### src/rtl/apb_controller.sv
// APB-side sequencer of the AHB-to-APB bridge. It turns qualified AHB transfers into APB setup/access pairs.
// A one-entry pending buffer holds a transfer that arrives during a write's AHB data phase.
module apb_controller (
  input  logic        hclk,
  input  logic        hreset,
  input  logic        valid,
  input  logic        hwrite,
  input  logic        hwrite_reg,
  input  logic [31:0] haddr,
  input  logic [31:0] haddr1,
  input  logic [31:0] hwdata,
  output logic [31:0] paddr,
  output logic [31:0] pwdata,
  output logic        pwrite,
  output logic [2:0]  pselx,
  output logic        penable,
  output logic        hready_out
);

  typedef enum logic [2:0] {
    IDLE, WWAIT, READ, WRITE, WRITEP, WENABLEP, RENABLE, WENABLE
  } state_e;

  state_e      state_q, state_d;
  logic [31:0] paddr_q, paddr_d;
  logic [31:0] pwdata_q, pwdata_d;
  logic        pwrite_q, pwrite_d;
  logic [2:0]  pselx_q, pselx_d;
  logic        penable_q, penable_d;
  logic        hready_q, hready_d;
  logic [31:0] pend_addr_q, pend_addr_d;
  logic [31:0] pend_data_q, pend_data_d;
  logic        pend_write_q, pend_write_d;
  logic [2:0]  sel_next;

  // Each slave owns one 64 MB window starting at 0x8000_0000; anything else selects nothing.
  genvar gi;
  generate
    for (gi = 0; gi < 3; gi++) begin : g_sel
      assign sel_next[gi] = (paddr_d[31:26] == 6'(32 + gi));
    end
  endgenerate

  always_comb begin
    state_d      = state_q;
    paddr_d      = paddr_q;
    pwdata_d     = pwdata_q;
    pwrite_d     = pwrite_q;
    pend_addr_d  = pend_addr_q;
    pend_data_d  = pend_data_q;
    pend_write_d = pend_write_q;
    case (state_q)
      IDLE, RENABLE, WENABLE: begin
        if (valid && !hwrite) begin
          state_d  = READ;
          paddr_d  = haddr;
          pwrite_d = 1'b0;
        end else if (valid) begin
          state_d = WWAIT;
        end else begin
          state_d = IDLE;
        end
      end
      WWAIT: begin
        // Write data only exists now, one cycle after its address phase.
        state_d  = valid ? WRITEP : WRITE;
        paddr_d  = haddr1;
        pwdata_d = hwdata;
        pwrite_d = 1'b1;
      end
      READ:  state_d = RENABLE;
      WRITE: state_d = WENABLE;
      WRITEP: begin
        state_d      = WENABLEP;
        pend_addr_d  = haddr1;
        pend_data_d  = hwdata;
        pend_write_d = hwrite_reg;
      end
      WENABLEP: begin
        paddr_d  = pend_addr_q;
        pwrite_d = pend_write_q;
        if (pend_write_q) begin
          state_d  = WRITE;
          pwdata_d = pend_data_q;
        end else begin
          state_d = READ;
        end
      end
      default: state_d = IDLE;
    endcase
  end

  always_comb begin
    pselx_d   = 3'b000;
    penable_d = 1'b0;
    hready_d  = 1'b1;
    case (state_d)
      READ, WRITE, WRITEP: begin
        pselx_d  = sel_next;
        hready_d = 1'b0;
      end
      WENABLEP: begin
        pselx_d   = pselx_q;
        penable_d = 1'b1;
        hready_d  = 1'b0;
      end
      RENABLE, WENABLE: begin
        pselx_d   = pselx_q;
        penable_d = 1'b1;
      end
      default: begin
      end
    endcase
  end

  always_ff @(posedge hclk) begin
    if (hreset) begin
      state_q      <= IDLE;
      paddr_q      <= 32'h0;
      pwdata_q     <= 32'h0;
      pwrite_q     <= 1'b0;
      pselx_q      <= 3'b000;
      penable_q    <= 1'b0;
      hready_q     <= 1'b1;
      pend_addr_q  <= 32'h0;
      pend_data_q  <= 32'h0;
      pend_write_q <= 1'b0;
    end else begin
      state_q      <= state_d;
      paddr_q      <= paddr_d;
      pwdata_q     <= pwdata_d;
      pwrite_q     <= pwrite_d;
      pselx_q      <= pselx_d;
      penable_q    <= penable_d;
      hready_q     <= hready_d;
      pend_addr_q  <= pend_addr_d;
      pend_data_q  <= pend_data_d;
      pend_write_q <= pend_write_d;
    end
  end

  assign paddr      = paddr_q;
  assign pwdata     = pwdata_q;
  assign pwrite     = pwrite_q;
  assign pselx      = pselx_q;
  assign penable    = penable_q;
  assign hready_out = hready_q;

endmodule

### config.mk
export PLATFORM = sky130hd
export DESIGN_NAME = apb_controller
export DESIGN_NICKNAME = d
export VERILOG_FILES = /design/src/rtl/apb_controller.sv
export SDC_FILE = /design/constraint.sdc
export NUM_CORES = 1
export LEC_CHECK = 0
export BUFFER_PORTS_ARGS = -buffer_cell sky130_fd_sc_hd__buf_2
export CORE_UTILIZATION = 55
export CTS_CLUSTER_SIZE = 8
export DETAILED_ROUTE_END_ITERATION = 8
export PLACE_DENSITY_LB_ADDON = 0.15
export SYNTH_ARGS = -nofsm -noshare
export SYNTH_HDL_FRONTEND = slang
export SYNTH_SLANG_ARGS = --single-unit
### constraint.sdc
create_clock -name hclk -period 4.35 [get_ports hclk]
set_clock_uncertainty 0.1 [all_clocks]
set_input_delay 0.87 -clock hclk [delete_from_list [all_inputs] [get_ports hclk]]
set_output_delay 0.87 -clock hclk [all_outputs]
set_load 0.005 [all_outputs]
# After elaboration in Yosys (flattened, before gate mapping)
# Cells that the tools add are included.
# totals
in_bits	101
out_inout_bits	70
elab_cells	54
register_bits	138
# op_classes
mux	14
n_reduce_logical	11
eq_ne	18
# ops
operator	count
one-hot mux 32 bit (3 select lines)	1
two-way mux 32 bit	2
one-hot mux 32 bit (2 select lines)	1
== test 3 bit, second input constant	8
== test 6 bit, second input constant	3
one-hot mux 3 bit (6 select lines)	1
== test 3 x 2 -> 1 bit, second input constant	4
OR reduction 3 bit	3
one-hot mux 3 bit (2 select lines)	1
two-way mux 1 bit	5
inequality test 2 bit, second input constant	2
AND reduction 2 bit	2
OR reduction 4 bit	1
== test 3 x 1 -> 1 bit, second input constant	1
logical NOT 3 bit	1
two-way mux 3 bit	1
one-hot mux 1 bit (3 select lines)	1
nonzero test 3 bit	1
two-way mux 2 bit	1
nonzero test 2 bit	1
logical AND 1 bit	1
logical NOT 1 bit	1

# Longest topological paths before layout
# Gate-level depths: netlist of the first run.
# depth
word_depth	7
depth_mapped	7
ltp_nobuf	5

# Worst setup path before layout of the first run
# No wires, ideal clock.
# synth_timing
kind	input -> register
start	input hwrite
end	register pselx_q[2] (netlist: pselx[2])
setup_time_ns	0.117
cell_stages	5
path_buffers	1
arrival_time_ns	2.018
path_slack_ns	2.114
required_time_ns	4.133
path_cell_list	nand2b_2 > o31a_1 > buf_6 > a221o_1 > a32o_1
# synth_between
elab_chain_len	7
elab_cells_between_ends	16
classes_between	7 x eq/ne; 5 x mux; 4 x reduce/logical
# synth_rtl
item	line_no	source
start, declared	7	input logic hwrite,
logical NOT 1 bit *	54	if (valid && !hwrite) begin
logical AND 1 bit *	54	
two-way mux 2 bit	54	
one-hot mux 3 bit (6 select lines)	52	case (state_q)
== test 3 bit or == test 3 x 2 -> 1 bit (tied branches)	97	case (state_d)
OR reduction 3 bit, on equally long branches	--	
one-hot mux 3 bit (2 select lines)	97	
end signal, assigned	133	pselx_q <= pselx_d;
end, declared	28	logic [2:0] pselx_q, pselx_d;
# Every way passes the cells marked *; elsewhere a longest branch is shown, timed or not. The select of a mux whose other input is x is not followed.
# A chain may end at the register's enable or synchronous reset.

# Worst setup path in the final report of the first run
# layout_timing
start	register state_q[2]
end	register pwdata_q[27] (netlist: pwdata[27])
# layout_between
elab_chain_len	3
elab_cells_between_ends	6
classes_between	3 x eq/ne; 1 x mux; 2 x reduce/logical
# layout_rtl
item	line_no	source
start, declared	24	state_e state_q, state_d;
start signal, assigned	129	state_q <= state_d;
== test 3 bit or == test 3 x 1 -> 1 bit (tied branches)	52	
inequality test 2 bit (no source line) or nonzero test 2 bit (tied branches)	--	
AND reduction 2 bit (no source line)	--	
end signal, assigned	131	pwdata_q <= pwdata_d;
end, declared	26	logic [31:0] pwdata_q, pwdata_d;
# Parallel ways exist; a longest one is shown, timed or not.

==> results.json, run 1 <==
{
  "swShare": 0.284,
  "outcome": "completed",
  "cts_hold_buf": 0,
  "grt_first_pass_wirelength_um": 23600,
  "cpMaxStageDelayCell": "dfxtp_4",
  "grt_pass1_vias": 5151,
  "vias_per_cell": 5.54,
  "crit_top_cell": "nand2_1",
  "clkSinkCount": 138,
  "track_usage": 0.268,
  "root_buffer": "clkbuf_8",
  "wl_um": 14300,
  "cts_buffers": 17,
  "worst_slack_ns": 1.66,
  "hpwl_um": 9390,
  "fmax_ghz": 0.372,
  "clkLatencyLatePin_ns": 0.50,
  "crit_chain": "buf_4 -> nand2_1 -> nand2_1 -> a311oi_1",
  "critPathMaxStageDelay_ns": 0.76,
  "startpoint_type": "flip-flop",
  "rsz0062_at_grt": "false",
  "yosysMostFrequentCell": "nand2_1",
  "crit_start": "state_q[2]",
  "port_buffers": 170,
  "ys_seq_area_frac": 0.484,
  "comb_power_share": 0.201,
  "p_clk_frac": 0.380,
  "drt_iter0_markers": 361,
  "routedWlPerCell_um": 14.6,
  "synth_area_leaders": "dfxtp_1 48%, nand2_1 11%, nor2_1 6.8%, a21oi_1 6.0%, mux2i_1 5.4%",
  "antenna_found_initial": 1,
  "end_kind": "flip-flop",
  "cp.required_ns": 4.59,
  "synth-async-reset-ratio": 0,
  "synth_ff_type": "dfxtp_1",
  "slew_headroom": 0.278,
  "hold_viol_final": 0,
  "utilization": 0.717,
  "worstSetupEndpoint": "pwdata[27]",
  "rows": 36,
  "synth_top_cells_by_count": "165 x nand2_1, 138 x dfxtp_1, 104 x nor2_1",
  "hold_path.class": "flip-flop to flip-flop",
  "layout-drive-gt1-share": 0.255,
  "criticalPathCategory": "flip-flop to flip-flop",
  "multi_input_area_um2": 2650,
  "ir_drop_mv": 0.284,
  "p_leak_nw": 2.91,
  "final.setup.tns_ns": 0,
  "route.detailed.drc": 0,
  "cts_setup_buffers": 0,
  "r2r_end": "pwdata[27]",
  "finalNetCount": 936,
  "die_w_um": 104,
  "yosys.area.top_type": "dfxtp_1",
  "synth_cells": 700,
  "synth_top_area_share": 0.484,
  "initial_utilization": 0.576,
  "detail-route-antenna-nets": 0,
  "ios": 171,
  "total_power_mw": 3.66,
  "worstPathArrival_ns": 2.93,
  "die_area_um2": 10800,
  "cts_max_path_buffers": 2,
  "grt.overflow.total": 0,
  "synth_area_um2": 5710,
  "h-tree-depth": 4,
  "setup_viol": 0,
  "synth_seq_cells": 138,
  "powerDensity_nw_per_um2": 515,
  "syn_avg_cell_area_um2": 8.16,
  "reg2reg_depth": 4,
  "max_cap_viol_count": 0,
  "cp_max_fo": 45,
  "finalMaxSlewViolations": 0,
  "dp_slack_ns": 1.57,
  "ctsResizeCount": 0,
  "pwr-share-seq": 0.419,
  "coreArea_um2": 9910,
  "num-fill-cells": 835,
  "vias": 5430,
  "p_int_mw": 2.62,
  "grt_max_degree": 77,
  "rrSetupSlack_ns": 1.66,
  "tightest_slew_ns": 1.08,
  "p_switching_mw": 1.04,
  "tritoncts": "done",
  "die_y_um": 104,
  "clkTransAtPathRegs_ns": 0.06,
  "syn-num-nets": 801,
  "gp_congestion": 0.831,
  "synth_cell_types": 35,
  "synth_edf_count": 0,
  "dr.pass1.iters": 7,
  "yosys_warnings": 0,
  "reg2reg_from": "state_q[2]",
  "finalCritPeriodShare": 0.618,
  "area_delta_synth_final_pct": 24.3,
  "seqCellArea_um2": 2770,
  "fin_crit_ns": 2.69
}
## stage by stage
stage                     instance area [um2]  cells  hold slack, ns
after detailed placement                 6520    949           0.347
after global placement                   6520    949           0.341
after floorplan                          5710    700           0.334
after global routing                     7100    981           0.374
final                                    7100    981           0.356
after CTS                                7100    980           0.356
## worst min path at each step
stage                               start         endpoint  slack [ns]  depth (start not counted)
after global routing      pend_data_q[10]  pend_data_q[10]        0.37                          2
after detailed placement  pend_data_q[12]  pend_data_q[12]        0.35                          2
after global placement    pend_addr_q[31]  pend_addr_q[31]        0.34                          2
final                     pend_data_q[23]  pend_data_q[23]        0.36                          2
after CTS                 pend_data_q[12]  pend_data_q[12]        0.36                          2
after floorplan           pend_addr_q[31]  pend_addr_q[31]        0.33                          2
## area by class of cell
| type | instances | share of cell area |
|---|---|---|
| Antenna cell | 1 | 0.000352 |
| Clock buffer | 25 | 0.0698 |
| Clock inverter | 6 | 0.0120 |
| Inverter | 3 | 0.00159 |
| Multi-Input combinational cell | 496 | 0.374 |
| Sequential cell | 138 | 0.390 |
| Tap cell | 133 | 0.0234 |
| Timing Repair Buffer | 179 | 0.130 |
## power by group through the flow
| stage | clock, mW | combinational [mW] | sequential [mW] |
|---|---|---|---|
| final | 1.39 | 0.735 | 1.53 |
| after floorplan | 0 | 0.525 | 1.52 |
| after detailed placement | 0 | 0.731 | 1.56 |
| after global placement | 0 | 0.711 | 1.55 |
| after CTS | 1.41 | 0.736 | 1.53 |
| after global routing | 1.47 | 0.820 | 1.55 |
## layout by cell type (no fill, tap or decap), types with 3 or more instances in the layout
master	instances
clkbuf_1	4
clkbuf_8	4
nor2_1	104
mux2i_1	31
inv_1	3
a21oi_1	67
clkbuf_16	17
nand3_1	32
a32o_1	3
a311oi_1	32
nand2_1	164
buf_4	10
a221oi_1	30
nor3_1	3
buf_2	169
dfxtp_1	137
## critical path, delay by kind of cell (launching register included)
kind                   cells  cell delay, ns
AO/OA/AOI/OAI              1            0.12
buffers and inverters      1            0.50
flip-flops                 1            0.76
AND/OR/NAND/NOR            2            1.03
## logic make-up (layout without fill, tap and decap cells)
logic type             count (synthesis)  after routing  synth area share
multiplexers                          32             32            0.0563
flip-flops                           138            138             0.484
buffers and inverters                 66            213            0.0548
other                                  0              1                 0
AND/OR/NAND/NOR                      316            316             0.222
AO/OA/AOI/OAI                        148            148             0.183
## flip-flops by register name (all words and copies together) (netlist names)
register,count
penable,1
pend_data_q,32
pselx,3
paddr,32
pwdata,32
pend_write_q,1
state_q,3
pend_addr_q,32
hready_out,1
pwrite,1
## per-layer routing
metal | routed length, um | vias up | track usage
li1 | - | 2704 | -
met1 | 6120 | 2510 | 0.317
met2 | 6950 | 193 | 0.452
met3 | 950 | 23 | 0.0796
met4 | 304 | 0 | 0.111
met5 | 0 | - | 0
Note: power is estimated with default switching activity, not from simulation.
==> run 2, diff against run 1 <==
- ABC_AREA: not set -> 1
- CORE_UTILIZATION: 55 -> 46
- clock period: 4.35 -> 2.4 ns (I/O delays scaled with it)
==> run 2 against run 1 <==
Effect of this change:
- clock-buffer cell count is 4 higher
- critical path depth increased by 3
- sequential share of layout area rose by 0.33 points
- register-to-register slack worse by 1.4 ns
- maximum frequency is 25% higher
- sequential cell count did not move
- cell area fell by 0.97%
- global-route usage is 2.7 points lower
- non-clock buffer count increased by 4
- sequential power rose by 120%
- routed wire length is 2.9% higher
- synthesized cell count is 9.3% higher
- critical endpoint is now pwdata[13]
- largest power group unchanged
==> results.json, run 2 <==
{
  "detail-route-antenna-nets": 0,
  "track_usage": 0.240,
  "mostFrequentLayoutCells": "170 x buf_2, 158 x nand2_1, 138 x dfxtp_1",
  "powerDensity_nw_per_um2": 1130,
  "clkSinkCount": 138,
  "grt_max_degree": 65,
  "num-fill-cells": 1080,
  "cts_hold_buf": 0,
  "die_area_um2": 12700,
  "slew_headroom": 0.691,
  "worstPathArrival_ns": 2.39,
  "vias": 5575,
  "hpwl_um": 10000,
  "synth-async-reset-ratio": 0,
  "dp_cells": 1038,
  "fin_area_um2": 7030,
  "syn_avg_cell_area_um2": 7.34,
  "synth_edf_count": 0,
  "cpMaxStageDelayCell": "dfxtp_1",
  "yosys.area.top_type": "dfxtp_1",
  "grt_pass1_vias": 5263,
  "crit_top_cell": "inv_2",
  "yosysMostFrequentCell": "nand2_1",
  "final.setup.tns_ns": 0,
  "layout-drive-gt1-share": 0.240,
  "port_buffers": 170,
  "ir_drop_mv": 0.529,
  "dr.pass1.iters": 5,
  "fin_hold_ws_ns": 0.211,
  "startpoint_type": "flip-flop",
  "die_w_um": 112,
  "p_switching_mw": 2.65,
  "die_y_um": 112,
  "hold_viol_final": 0,
  "p_int_mw": 5.31,
  "drt_iter0_markers": 376,
  "dp_slack_ns": 0.296,
  "critPathMaxStageDelay_ns": 0.48,
  "antenna_found_initial": 0,
  "utilization": 0.603,
  "cts_max_path_buffers": 2,
  "cp.required_ns": 2.64,
  "fin_crit_ns": 2.15,
  "synth_top_area_share": 0.492,
  "coreArea_um2": 11700,
  "rsz0062_at_grt": "false",
  "clkLatencyLatePin_ns": 0.41,
  "root_buffer": "clkbuf_16",
  "synth_cells": 765,
  "outcome": "completed",
  "synth_top_cells_by_count": "158 x nand2_1, 138 x dfxtp_1, 115 x nor2_1",
  "cp_num_buf_inv": 3,
  "crit_family": "buffers and inverters",
  "crit_chain": "nand3_2 -> inv_2 -> nor2_1 -> inv_2 -> buf_12 -> o21ai_0 -> a31oi_1",
  "synth_seq_cells": 138,
  "dpl_cell_area_um2": 6500,
  "synth_cell_types": 23,
  "h-tree-depth": 4,
  "diodes": 0,
  "layout_commonest_cell": "buf_2",
  "end_kind": "flip-flop",
  "synth_area_leaders": "dfxtp_1 49%, nand2_1 11%, o21ai_0 10%, nor2_1 7.7%, a21oi_1 5.2%",
  "finalNetCount": 1015,
  "fin_cells": 1069,
  "cts_setup_buffers": 0,
  "area_delta_synth_final_pct": 25.3,
  "initial_utilization": 0.481,
  "cts_buffers": 17,
  "syn-num-nets": 866,
  "clkTransAtPathRegs_ns": 0.05,
  "setup_viol": 0,
  "multi_input_area_um2": 2410,
  "grt_first_pass_wirelength_um": 24200,
  "ctsResizeCount": 0,
  "synth_area_um2": 5610,
  "seqCellArea_um2": 2760,
  "finalMaxSlewViolations": 0,
  "grt.overflow.total": 0,
  "total_power_mw": 7.96,
  "criticalPathCategory": "flip-flop to flip-flop",
  "yosys_warnings": 0,
  "hold_path.class": "primary input to flip-flop",
  "routedWlPerCell_um": 13.8,
  "rows": 39,
  "cp_max_fo": 64,
  "gp_congestion": 0.834,
  "vias_per_cell": 5.22,
  "worst_slack_ns": 0.249,
  "route.detailed.drc": 0,
  "wl_um": 14700,
  "fmax_ghz": 0.465,
  "swShare": 0.333,
  "synth_ff_type": "dfxtp_1",
  "tritoncts": "done",
  "tightest_slew_ns": 0.464,
  "ios": 171,
  "max_cap_viol_count": 0,
  "p_leak_nw": 3.36,
  "pwr-share-seq": 0.414,
  "p_clk_frac": 0.301,
  "ys_seq_area_frac": 0.492,
  "comb_power_share": 0.285,
  "finalCritPeriodShare": 0.896
}
[run 2: cell types whose count changed after synthesis, sizes merged, moves of 31 or more]
cell,change
a311oi,-32
a31oi,+41
inv,+44
mux2i,-31
a221oi,-32
o21ai,+117
[run 2: power groups by stage]
stage / Sequential [mW] / Clock (mW) / Combinational [mW]
CTS: 3.29 / 2.43 / 2.29
global route: 3.37 / 2.52 / 2.57
floorplan: 3.31 / 0 / 1.50
finish: 3.30 / 2.40 / 2.27
detailed placement: 3.33 / 0 / 2.28
global placement: 3.31 / 0 / 2.20
[run 2: per-layer routing]
metal	track usage	part of all wire	vias up
met4	0.110	0.019	0
met5	0	0	-
met2	0.412	0.49	194
li1	-	-	2825
met3	0.0670	0.064	26
met1	0.279	0.42	2530
[run 2: cells by family (layout without fill, tap and decap cells)]
kind of cell    Yosys count  in the layout  share of synthesized area
flops                   138            138                      0.492
compound gates          231            231                      0.220
buf+inv                 101            262                     0.0796
simple gates            295            295                      0.208
[run 2: layout make-up]
cell class | count | share of cell area
Multi-Input combinational cell | 526 | 0.343
Inverter | 48 | 0.0262
Clock inverter | 2 | 0.00498
Timing Repair Buffer | 183 | 0.137
Tap cell | 143 | 0.0254
Clock buffer | 29 | 0.0712
Sequential cell | 138 | 0.393
[run 2: path summary, 6_finish.rpt]
check	endpoint	cells after the start	slack (ns)	from
worst min-delay path	pend_addr_q[23]	3	0.21	haddr1[23]
worst max register to register	pwdata[13]	7	0.25	state_q[0]
worst max-delay path	pwdata[13]	7	0.25	state_q[0]
worst min register to register	pselx[2]	2	0.35	pselx[2]
[run 2: worst reg2reg max path, cell delays in order, from the launching register on]
cell and delay, ns:
dfxtp_1 0.48, nand3_2 0.39, inv_2 0.36, nor2_1 0.12, inv_2 0.08, buf_12 0.23, o21ai_0 0.15, a31oi_1 0.17
